$ cat src/rtl/c17_stress_bist.sv
// LFSR stimulus driver and golden-model response checker for NCOPIES c17 netlist copies.
// Define C17_BIST_HOLD_EN to add hold_mode_i/hold_vec_i for fixed-vector DC stress runs.
module c17_stress_bist #(
  parameter int unsigned NCOPIES   = 2,
  parameter int unsigned CNT_W     = 16,
  parameter logic [15:0] LFSR_SEED = 16'hACE1
) (
  input  logic                 clk_i,
  input  logic                 rst_ni,
  input  logic                 start_i,
  input  logic                 abort_i,
  input  logic [CNT_W-1:0]     num_pat_i,
  output logic [4:0]           stim_o,
  input  logic [2*NCOPIES-1:0] resp_i,
`ifdef C17_BIST_HOLD_EN
  input  logic                 hold_mode_i,
  input  logic [4:0]           hold_vec_i,
`endif
  output logic                 busy_o,
  output logic                 done_o,
  output logic                 pass_o,
  output logic [CNT_W-1:0]     err_cnt_o,
  output logic [CNT_W-1:0]     first_err_idx_o,
  output logic [NCOPIES-1:0]   err_copy_mask_o,
  output logic [15:0]          signature_o
);

  localparam logic [15:0]      Seed   = (LFSR_SEED == 16'h0000) ? 16'h0001 : LFSR_SEED;
  localparam logic [CNT_W-1:0] CntOne = {{(CNT_W-1){1'b0}}, 1'b1};

  typedef enum logic [1:0] {StIdle, StRun, StDrain, StDone} state_e;

  state_e             state_q, state_d;
  logic [15:0]        lfsr_q, lfsr_d;
  logic [CNT_W-1:0]   idx_q, idx_d;
  logic [CNT_W-1:0]   num_pat_q, num_pat_d;
  logic [4:0]         stim_q, stim_d;
  logic               cmp_en_q, cmp_en_d;
  logic               pass_q, pass_d;
  logic [CNT_W-1:0]   err_cnt_q, err_cnt_d;
  logic [CNT_W-1:0]   first_err_q, first_err_d;
  logic [NCOPIES-1:0] mask_q, mask_d;
  logic [15:0]        sig_q, sig_d;

  logic               start_ok;
  logic               do_cmp;
  logic [1:0]         gold;
  logic [NCOPIES-1:0] diff;
  logic               hold_act;
  logic [4:0]         hold_vec;

  function automatic logic [1:0] c17_golden(input logic [4:0] v);
    logic n10, n11, n16, n19;
    n10 = ~(v[0] & v[2]);
    n11 = ~(v[2] & v[3]);
    n16 = ~(v[1] & n11);
    n19 = ~(n11 & v[4]);
    return {~(n16 & n19), ~(n10 & n16)};
  endfunction

  assign start_ok = start_i & ~abort_i & ((state_q == StIdle) | (state_q == StDone));

`ifdef C17_BIST_HOLD_EN
  logic       hold_q;
  logic [4:0] hold_vec_q;

  // Hold configuration is latched once per run, like num_pat.
  always_ff @(posedge clk_i) begin
    if (!rst_ni) begin
      hold_q     <= 1'b0;
      hold_vec_q <= '0;
    end else if (start_ok) begin
      hold_q     <= hold_mode_i;
      hold_vec_q <= hold_vec_i;
    end
  end

  assign hold_act = hold_q;
  assign hold_vec = hold_vec_q;
`else
  assign hold_act = 1'b0;
  assign hold_vec = 5'b00000;
`endif

  always_comb begin
    gold = c17_golden(stim_q);
    diff = '0;
    for (int k = 0; k < int'(NCOPIES); k++) begin
      diff[k] = (resp_i[2*k +: 2] != gold);
    end
  end

  always_comb begin
    state_d     = state_q;
    lfsr_d      = lfsr_q;
    idx_d       = idx_q;
    num_pat_d   = num_pat_q;
    stim_d      = stim_q;
    cmp_en_d    = cmp_en_q;
    pass_d      = pass_q;
    err_cnt_d   = err_cnt_q;
    first_err_d = first_err_q;
    mask_d      = mask_q;
    sig_d       = sig_q;
    do_cmp      = 1'b0;

    unique case (state_q)
      StIdle, StDone: begin
        if (start_ok) begin
          lfsr_d      = Seed;
          idx_d       = '0;
          num_pat_d   = num_pat_i;
          pass_d      = 1'b1;
          err_cnt_d   = '0;
          first_err_d = '0;
          mask_d      = '0;
          sig_d       = '0;
          state_d     = (num_pat_i == '0) ? StDone : StRun;
        end else if (abort_i) begin
          state_d = StIdle;
        end
      end
      StRun: begin
        if (abort_i) begin
          state_d  = StIdle;
          stim_d   = '0;
          cmp_en_d = 1'b0;
        end else begin
          do_cmp   = cmp_en_q;
          stim_d   = hold_act ? hold_vec : lfsr_q[4:0];
          cmp_en_d = 1'b1;
          idx_d    = idx_q + CntOne;
          if (!hold_act) begin
            lfsr_d = {lfsr_q[14:0], lfsr_q[15] ^ lfsr_q[13] ^ lfsr_q[12] ^ lfsr_q[10]};
          end
          if (idx_q == num_pat_q - CntOne) state_d = StDrain;
        end
      end
      StDrain: begin
        stim_d   = '0;
        cmp_en_d = 1'b0;
        if (abort_i) begin
          state_d = StIdle;
        end else begin
          do_cmp  = cmp_en_q;
          state_d = StDone;
        end
      end
      default: state_d = StIdle;
    endcase

    // stim_q was issued when idx_q was one lower, so it belongs to pattern idx_q-1.
    if (do_cmp) begin
      sig_d = {sig_q[14:0], sig_q[15] ^ sig_q[13] ^ sig_q[12] ^ sig_q[10]} ^ 16'(resp_i);
      if (|diff) begin
        pass_d = 1'b0;
        mask_d = mask_q | diff;
        if (err_cnt_q != {CNT_W{1'b1}}) err_cnt_d = err_cnt_q + CntOne;
        if (pass_q) first_err_d = idx_q - CntOne;
      end
    end
  end

  always_ff @(posedge clk_i) begin
    if (!rst_ni) begin
      state_q     <= StIdle;
      lfsr_q      <= Seed;
      idx_q       <= '0;
      num_pat_q   <= '0;
      stim_q      <= '0;
      cmp_en_q    <= 1'b0;
      pass_q      <= 1'b0;
      err_cnt_q   <= '0;
      first_err_q <= '0;
      mask_q      <= '0;
      sig_q       <= '0;
    end else begin
      state_q     <= state_d;
      lfsr_q      <= lfsr_d;
      idx_q       <= idx_d;
      num_pat_q   <= num_pat_d;
      stim_q      <= stim_d;
      cmp_en_q    <= cmp_en_d;
      pass_q      <= pass_d;
      err_cnt_q   <= err_cnt_d;
      first_err_q <= first_err_d;
      mask_q      <= mask_d;
      sig_q       <= sig_d;
    end
  end

  assign stim_o          = stim_q;
  assign busy_o          = (state_q == StRun) | (state_q == StDrain);
  assign done_o          = (state_q == StDone);
  assign pass_o          = pass_q;
  assign err_cnt_o       = err_cnt_q;
  assign first_err_idx_o = first_err_q;
  assign err_copy_mask_o = mask_q;
  assign signature_o     = sig_q;

endmodule

$ cat config.mk
export PLATFORM = sky130hd
export DESIGN_NAME = c17_stress_bist
export DESIGN_NICKNAME = d
export VERILOG_FILES = /design/src/rtl/c17_stress_bist.sv
export SDC_FILE = /design/constraint.sdc
export NUM_CORES = 1
export LEC_CHECK = 0
export ABC_AREA = 1
export CORE_AREA = 2 2 115 84
export DETAILED_ROUTE_END_ITERATION = 10
export DIE_AREA = 0 0 117 86
export DONT_BUFFER_PORTS = 1
export GPL_ROUTABILITY_DRIVEN = 1
export PLACE_DENSITY = 0.79
export SETUP_SLACK_MARGIN = 0.05
export SYNTH_ARGS = -nofsm -noshare
export SYNTH_HDL_FRONTEND = slang
export SYNTH_SLANG_ARGS = --single-unit
$ cat constraint.sdc
create_clock -name clk_i -period 2.69 [get_ports clk_i]
set_input_delay 0.538 -clock clk_i [delete_from_list [all_inputs] [get_ports clk_i]]
set_output_delay 0.538 -clock clk_i [all_outputs]
set_load 0.01 [all_outputs]
==> flow_metrics.tcl, run 1 <==
set metrics [dict create \
    worstPathArrival_ps 2660 \
    fillers 761 \
    synth_top_area_share_pct 38.2 \
    crit_fanout 15 \
    viasPerCell 5.69 \
    register_area_mm2 0.00214 \
    max_freq_ghz 0.420 \
    relSlewSlack_pct 61.8 \
    cap_viol_max_count 0 \
    grt_util_met2_pct 43.2 \
    drt_iter0_drc 583 \
    pre_cts_ws_ps 275 \
    hold_class "in2reg" \
    multiInputGateArea_mm2 0.00303 \
    wl_per_cell_um 15.0 \
    die-height_um 86 \
    clock_path_buffers 2 \
    rr_startpoint "state_q[0]" \
    fp.dieW_um 117 \
    synthCells 807 \
    cp-startpoint "state_q[0]" \
    io_buffers 0 \
    syn-cell-area_mm2 0.00560 \
    cts.htree.levels 3 \
    clkLatencyLatePin_ps 350 \
    fin_hold_ws_ps 287 \
    min-delay-start "rst_ni" \
    ys.flop_type "dfxtp_1" \
    grt_pass1_vias 4683 \
    vias 5257 \
    leakage_nw 2.37 \
    gp_congestion 0.948 \
    start_kind "register" \
    fin_crit_ps 2380 \
    grt_antenna_before_repair 0 \
    areaGrowthSynthToFinish_pct 6.14 \
    cts_resized 0 \
    cts.clk_slew.worst_paths_ps 80 \
    met3_usage_pct 7.35 \
    finalClockSkew_ps 7.47 \
    core_area_mm2 0.00889 \
    cts-buffers-inserted 9 \
    rsz0062_at_grt "false" \
    yosys_warnings 0 \
    syn-num-nets 838 \
    finalWorstSetupSlack_ps 310 \
    grtUsageTotal_pct 27.9 \
    diodes 0 \
    worstMarginPinSlew_ps 573 \
    cts_tree "done" \
    yosysTopAreaCell "dfxtp_1" \
    die-area_mm2 0.0101 \
    start_util_pct 63.0 \
    ir_worst_vdd_mv 0.500 \
    avgSynthCellArea_um2 6.94 \
    crit_type "reg2reg" \
    finalSetupTns_ps 0 \
    fin_crit_sh_pct 88.5 \
    finalHoldViolations 0 \
    post_cts_buffers 0 \
    wl_mm 13.8 \
    synth-edff-count 0 \
    row_count 29 \
    setup_viol 0 \
    firstDrtPassIters 7 \
    grtUsageMet1_pct 39.5 \
    status "completed" \
    power_density_mw_per_mm2 600 \
    ys_types 42 \
    end_kind "register" \
    grt_max_degree 57 \
    grt_busiest_layer "met2" \
    ys_async_sr_fraction_pct 0 \
    ys_ff_latch 107 \
    route.antenna.remaining_nets 0 \
    drive_gt1_share_pct 7.38 \
    clock_sinks 107 \
    holdBufCountCts 0 \
    io_pins 82 \
    drc_errors 0 \
    cts_root_buf "clkbuf_16" \
    crit_required_ps 2970 \
    ys_seq_area_share_pct 38.2 \
    slew_violations 0 \
    dp_hpwl_mm 10.2 \
    grt_pass1_wl_mm 22.4 \
    synthTopCellsByArea "dfxtp_1 (38%), nand2_1 (15%), a21oi_1 (7.7%), nor2_1 (5.0%), inv_1 (4.7%)" \
    grt_overflow 0 \
    layout.nets 826 \
]
[metal layers]
layer	vias up	wire, µm
li1	2608	-
met1	2439	6280
met2	198	6110
met3	12	1300
met4	0	149
met5	-	0
[cells in the mapped netlist, types with 4 or more instances]
cell and n:
inv_1 70, a21oi_1 86, ha_1 7, xnor2_1 12, buf_2 6, nand3_2 7
o211ai_1 8, dfxtp_1 107, o21ai_0 46, xor2_1 25, clkbuf_1 16, nand2_2 7
nor4_1 4, nor2_1 75, nor2_4 4, nor3_1 17, a211oi_1 4, nand3_1 45
nand2_1 221
[placed cells by master (no fill, tap or decap), drive strengths merged]
| cell type | netlist | routed |
|---|---|---|
| a31oi | 1 | 1 |
| nand4 | 3 | 3 |
| nor4 | 5 | 5 |
| inv | 72 | 75 |
| o22ai | 2 | 2 |
| nand3 | 52 | 52 |
| a2111oi | 1 | 1 |
| clkinv | 4 | 7 |
| o21a | 3 | 3 |
| xnor2 | 12 | 12 |
| a21oi | 90 | 90 |
| o211ai | 8 | 8 |
| dfxtp | 107 | 107 |
| clkbuf | 16 | 9 |
| clkinvlp | 0 | 1 |
| nor3b | 1 | 1 |
| buf | 12 | 5 |
| nor3 | 20 | 20 |
| nand2 | 229 | 229 |
| xor2 | 25 | 25 |
| a211oi | 6 | 6 |
| and2 | 1 | 1 |
| nand3b | 1 | 1 |
| o21ai | 48 | 48 |
| nor2 | 81 | 81 |
| ha | 7 | 7 |
[report_power, final]
part | switching, W | leakage [nW] | internal, W
Sequential | 0.0000575 | 0.866 | 0.00164
Clock | 0.000622 | 0.141 | 0.000646
Combinational | 0.000413 | 1.36 | 0.000194
[layout make-up]
type	count	share of cell area (%)
repair buffers	5	0.631
clock inverters	7	1.05
inverters	76	4.88
well taps	124	2.61
clock buffers	9	3.79
flip-flops and latches	107	36.0
multi-input cells	596	51.0
[worst max-delay path, cell delays in order, from the launching register on]
cell and delay (ps):
dfxtp_1 390, inv_1 70, ha_2 470, nand3_2 150, nand2_2 270, nand2_2 160
nor4_4 210, nand3_1 190, nor2_1 180, o21ai_0 90, a21oi_1 120
[per-stage QoR]
| step | power [W] | util (%) | std cells | area, µm² |
|---|---|---|---|---|
| 6_report | 0.00357 | 66.9 | 924 | 5950 |
| 4_1_cts | 0.00358 | 66.9 | 924 | 5940 |
| 5_1_grt | 0.00375 | 66.9 | 924 | 5950 |
| 3_5_place_dp | 0.00233 | 63.6 | 908 | 5660 |
| 2_1_floorplan | 0.00221 | - | 807 | 5600 |
| 3_3_place_gp | 0.00231 | 63.6 | 908 | 5660 |
[registers in the layout, indices dropped and copies added (netlist names)]
register	flops
first_err_idx_o	16
pass_o	1
err_cnt_o	16
lfsr_q	16
num_pat_q	16
state_q	2
stim_o	5
idx_q	16
signature_o	16
err_copy_mask_o	2
cmp_en_q	1
[kinds of logic after synthesis]
logic type	after synthesis	share of synthesized area, %
buffers and inverters	104	7.66
AOI/OAI and AO/OA	159	16.1
DFF	107	38.2
and+or+nand+nor	393	30.7
xor gates and xnor gates	37	5.78
adders and majority gates	7	1.56
[worst paths after layout]
check	end	slack, ps	cells after the start
worst max-delay path	idx_q[13]	310	10
worst min-delay path	lfsr_q[10]	290	1
worst max register to register	idx_q[13]	310	10
worst min register to register	lfsr_q[11]	470	2
Power figures use the tool's default switching activity.
==> inputs of run 2 (changes only) <==
--- a/config.mk
+++ b/config.mk
@@ -6,12 +6,11 @@
 export NUM_CORES = 1
 export LEC_CHECK = 0
 export ABC_AREA = 1
-export CORE_AREA = 2 2 115 84
+export CORE_AREA = 2 2 167 120
 export DETAILED_ROUTE_END_ITERATION = 10
-export DIE_AREA = 0 0 117 86
+export DIE_AREA = 0 0 169 122
 export DONT_BUFFER_PORTS = 1
 export GPL_ROUTABILITY_DRIVEN = 1
-export PLACE_DENSITY = 0.79
 export SETUP_SLACK_MARGIN = 0.05
 export SYNTH_ARGS = -nofsm -noshare
 export SYNTH_HDL_FRONTEND = slang
==> constraint.sdc (replaced) <==
create_clock -name clk_i -period 2.75 [get_ports clk_i]
set_input_delay 0.55 -clock clk_i [delete_from_list [all_inputs] [get_ports clk_i]]
set_output_delay 0.55 -clock clk_i [all_outputs]
set_load 0.01 [all_outputs]
==> flow_metrics.tcl, run 2 (same netlist as run 1, synthesis figures left out) <==
set metrics [dict create \
    vias 4949 \
    rr_startpoint "state_q[0]" \
    finalClockSkew_ps 6.53 \
    layout.nets 829 \
    leakage_nw 2.38 \
    slowest_stage "ha_1" \
    start_kind "register" \
    worstReg2RegEnd "first_err_idx_o[4]" \
    cts_tree "done" \
    cp-endpoint "first_err_idx_o[4]" \
    finalSetupTns_ps 0 \
    final_common_cell "nand2_1" \
    end_kind "register" \
    r2r_cells 10 \
    firstDrtPassIters 5 \
    cp-startpoint "state_q[0]" \
    die-area_mm2 0.0206 \
    ir_worst_vdd_mv 0.299 \
    wl_mm 14.9 \
    rsz0062_at_grt "false" \
    drt_iter0_drc 339 \
    cts.htree.levels 3 \
    start_util_pct 29.1 \
    grt_overflow 0 \
    cpLargestDelayFamily "simple AND/OR/NAND/NOR gates" \
    core_area_mm2 0.0193 \
    finalNonFillerCells 1049 \
    cts_resized 0 \
    fin_crit_ps 2350 \
    finalHoldViolations 0 \
    r2r_setup_slack_ps 400 \
    grt_pass1_vias 4360 \
    cts_root_buf "clkbuf_16" \
    die-height_um 122 \
    grtUsageTotal_pct 14.5 \
    cts-buffers-inserted 9 \
    max_freq_ghz 0.425 \
    drive_gt1_share_pct 7.23 \
    cpMostUsedCell "nor2_4" \
    post_cts_buffers 0 \
    crit_required_ps 2990 \
    cap_viol_max_count 0 \
    path_cells "inv_1 > ha_1 > nor2_4 > nand2_1 > clkinv_1 > o21ai_4 > nor2_4 > clkinv_4 > o21ai_0 > a21oi_1" \
    hold_class "in2reg" \
    holdBufCountCts 0 \
    finalWorstSetupSlack_ps 396 \
    fillers 2107 \
    worstPathArrival_ps 2590 \
    layout_common_cells "nand2_1 (221), dfxtp_1 (107), a21oi_1 (86)" \
    setup_viol 0 \
    grt_max_degree 49 \
    route.antenna.remaining_nets 0 \
    relSlewSlack_pct 59.3 \
    fp.dieW_um 169 \
    gp_congestion 0.858 \
    cpPeakStageDelay_ps 470 \
    io_buffers 0 \
    slew_violations 0 \
    row_count 43 \
    areaGrowthSynthToFinish_pct 9.13 \
    pre_cts_ws_ps 390 \
    power_density_mw_per_mm2 578 \
    grt_pass1_wl_mm 23.7 \
    clkLatencyLatePin_ps 350 \
    crit_type "reg2reg" \
    cts.clk_slew.worst_paths_ps 70 \
    fin_hold_ws_ps 287 \
    grt_antenna_before_repair 0 \
    clock_path_buffers 2 \
    wl_per_cell_um 14.2 \
    fin_crit_sh_pct 85.6 \
    io_pins 82 \
    clock_sinks 107 \
    status "completed" \
    dp_cells 1034 \
    viasPerCell 4.72 \
    power_w 0.00353 \
    crit_fanout 19 \
    dp_hpwl_mm 11.1 \
    worstMarginPinSlew_ps 605 \
    drc_errors 0 \
    diodes 0 \
    path_buf_inv 3 \
    cp.depth 10 \
]
run 2: changes by cell type in the layout (fill, tap and decap cells not counted), sizes merged:
| cell | before | now |
|---|---|---|
| buf | 5 | 8 |
| inv | 75 | 72 |
| clkinv | 7 | 4 |
| clkbuf | 9 | 14 |
run 2: metal layers:
metal	track usage [%]	vias up	part of all wire, %
li1	-	2604	-
met1	20.8	2230	51
met2	21.2	104	42
met3	4.48	11	6.6
met4	3.26	0	0.87
met5	0	-	0
run 2: area by class of cell:
type                       count  area [µm²]  area share (%)
timing repair buffer           8        60.1           0.982
inverter                      76         290            4.75
clock buffer                  14         274            4.48
clock inverter                 1        7.51           0.123
tap                          247         309            5.05
sequential                   107        2140            35.0
multi-input combinational    596        3030            49.6
run 2: power breakdown:
group	total (W)	leakage, nW	internal, W	switching [W]
Sequential	0.00166	0.866	0.00160	0.0000552
Combinational	0.000603	1.38	0.000194	0.000409
Clock	0.00127	0.135	0.000686	0.000586
Total	0.00353	2.38	0.00248	0.00105
run 2: stage by stage:
step / util (%) / instance area [µm²]
2_1_floorplan: - / 5600
3_3_place_gp: 30.3 / 5830
3_5_place_dp: 30.3 / 5830
4_1_cts: 31.7 / 6110
5_1_grt: 31.7 / 6110
6_report: 31.7 / 6110
run 2: worst min-delay path by stage:
stage | end | from | cells after the start
after floorplan | lfsr_q[11] | lfsr_q[11] | 2
after global placement | lfsr_q[9] | lfsr_q[8] | 2
after detailed placement | lfsr_q[11] | lfsr_q[11] | 2
after CTS | lfsr_q[15] | rst_ni | 1
after global routing | lfsr_q[10] | rst_ni | 1
final | lfsr_q[7] | rst_ni | 1
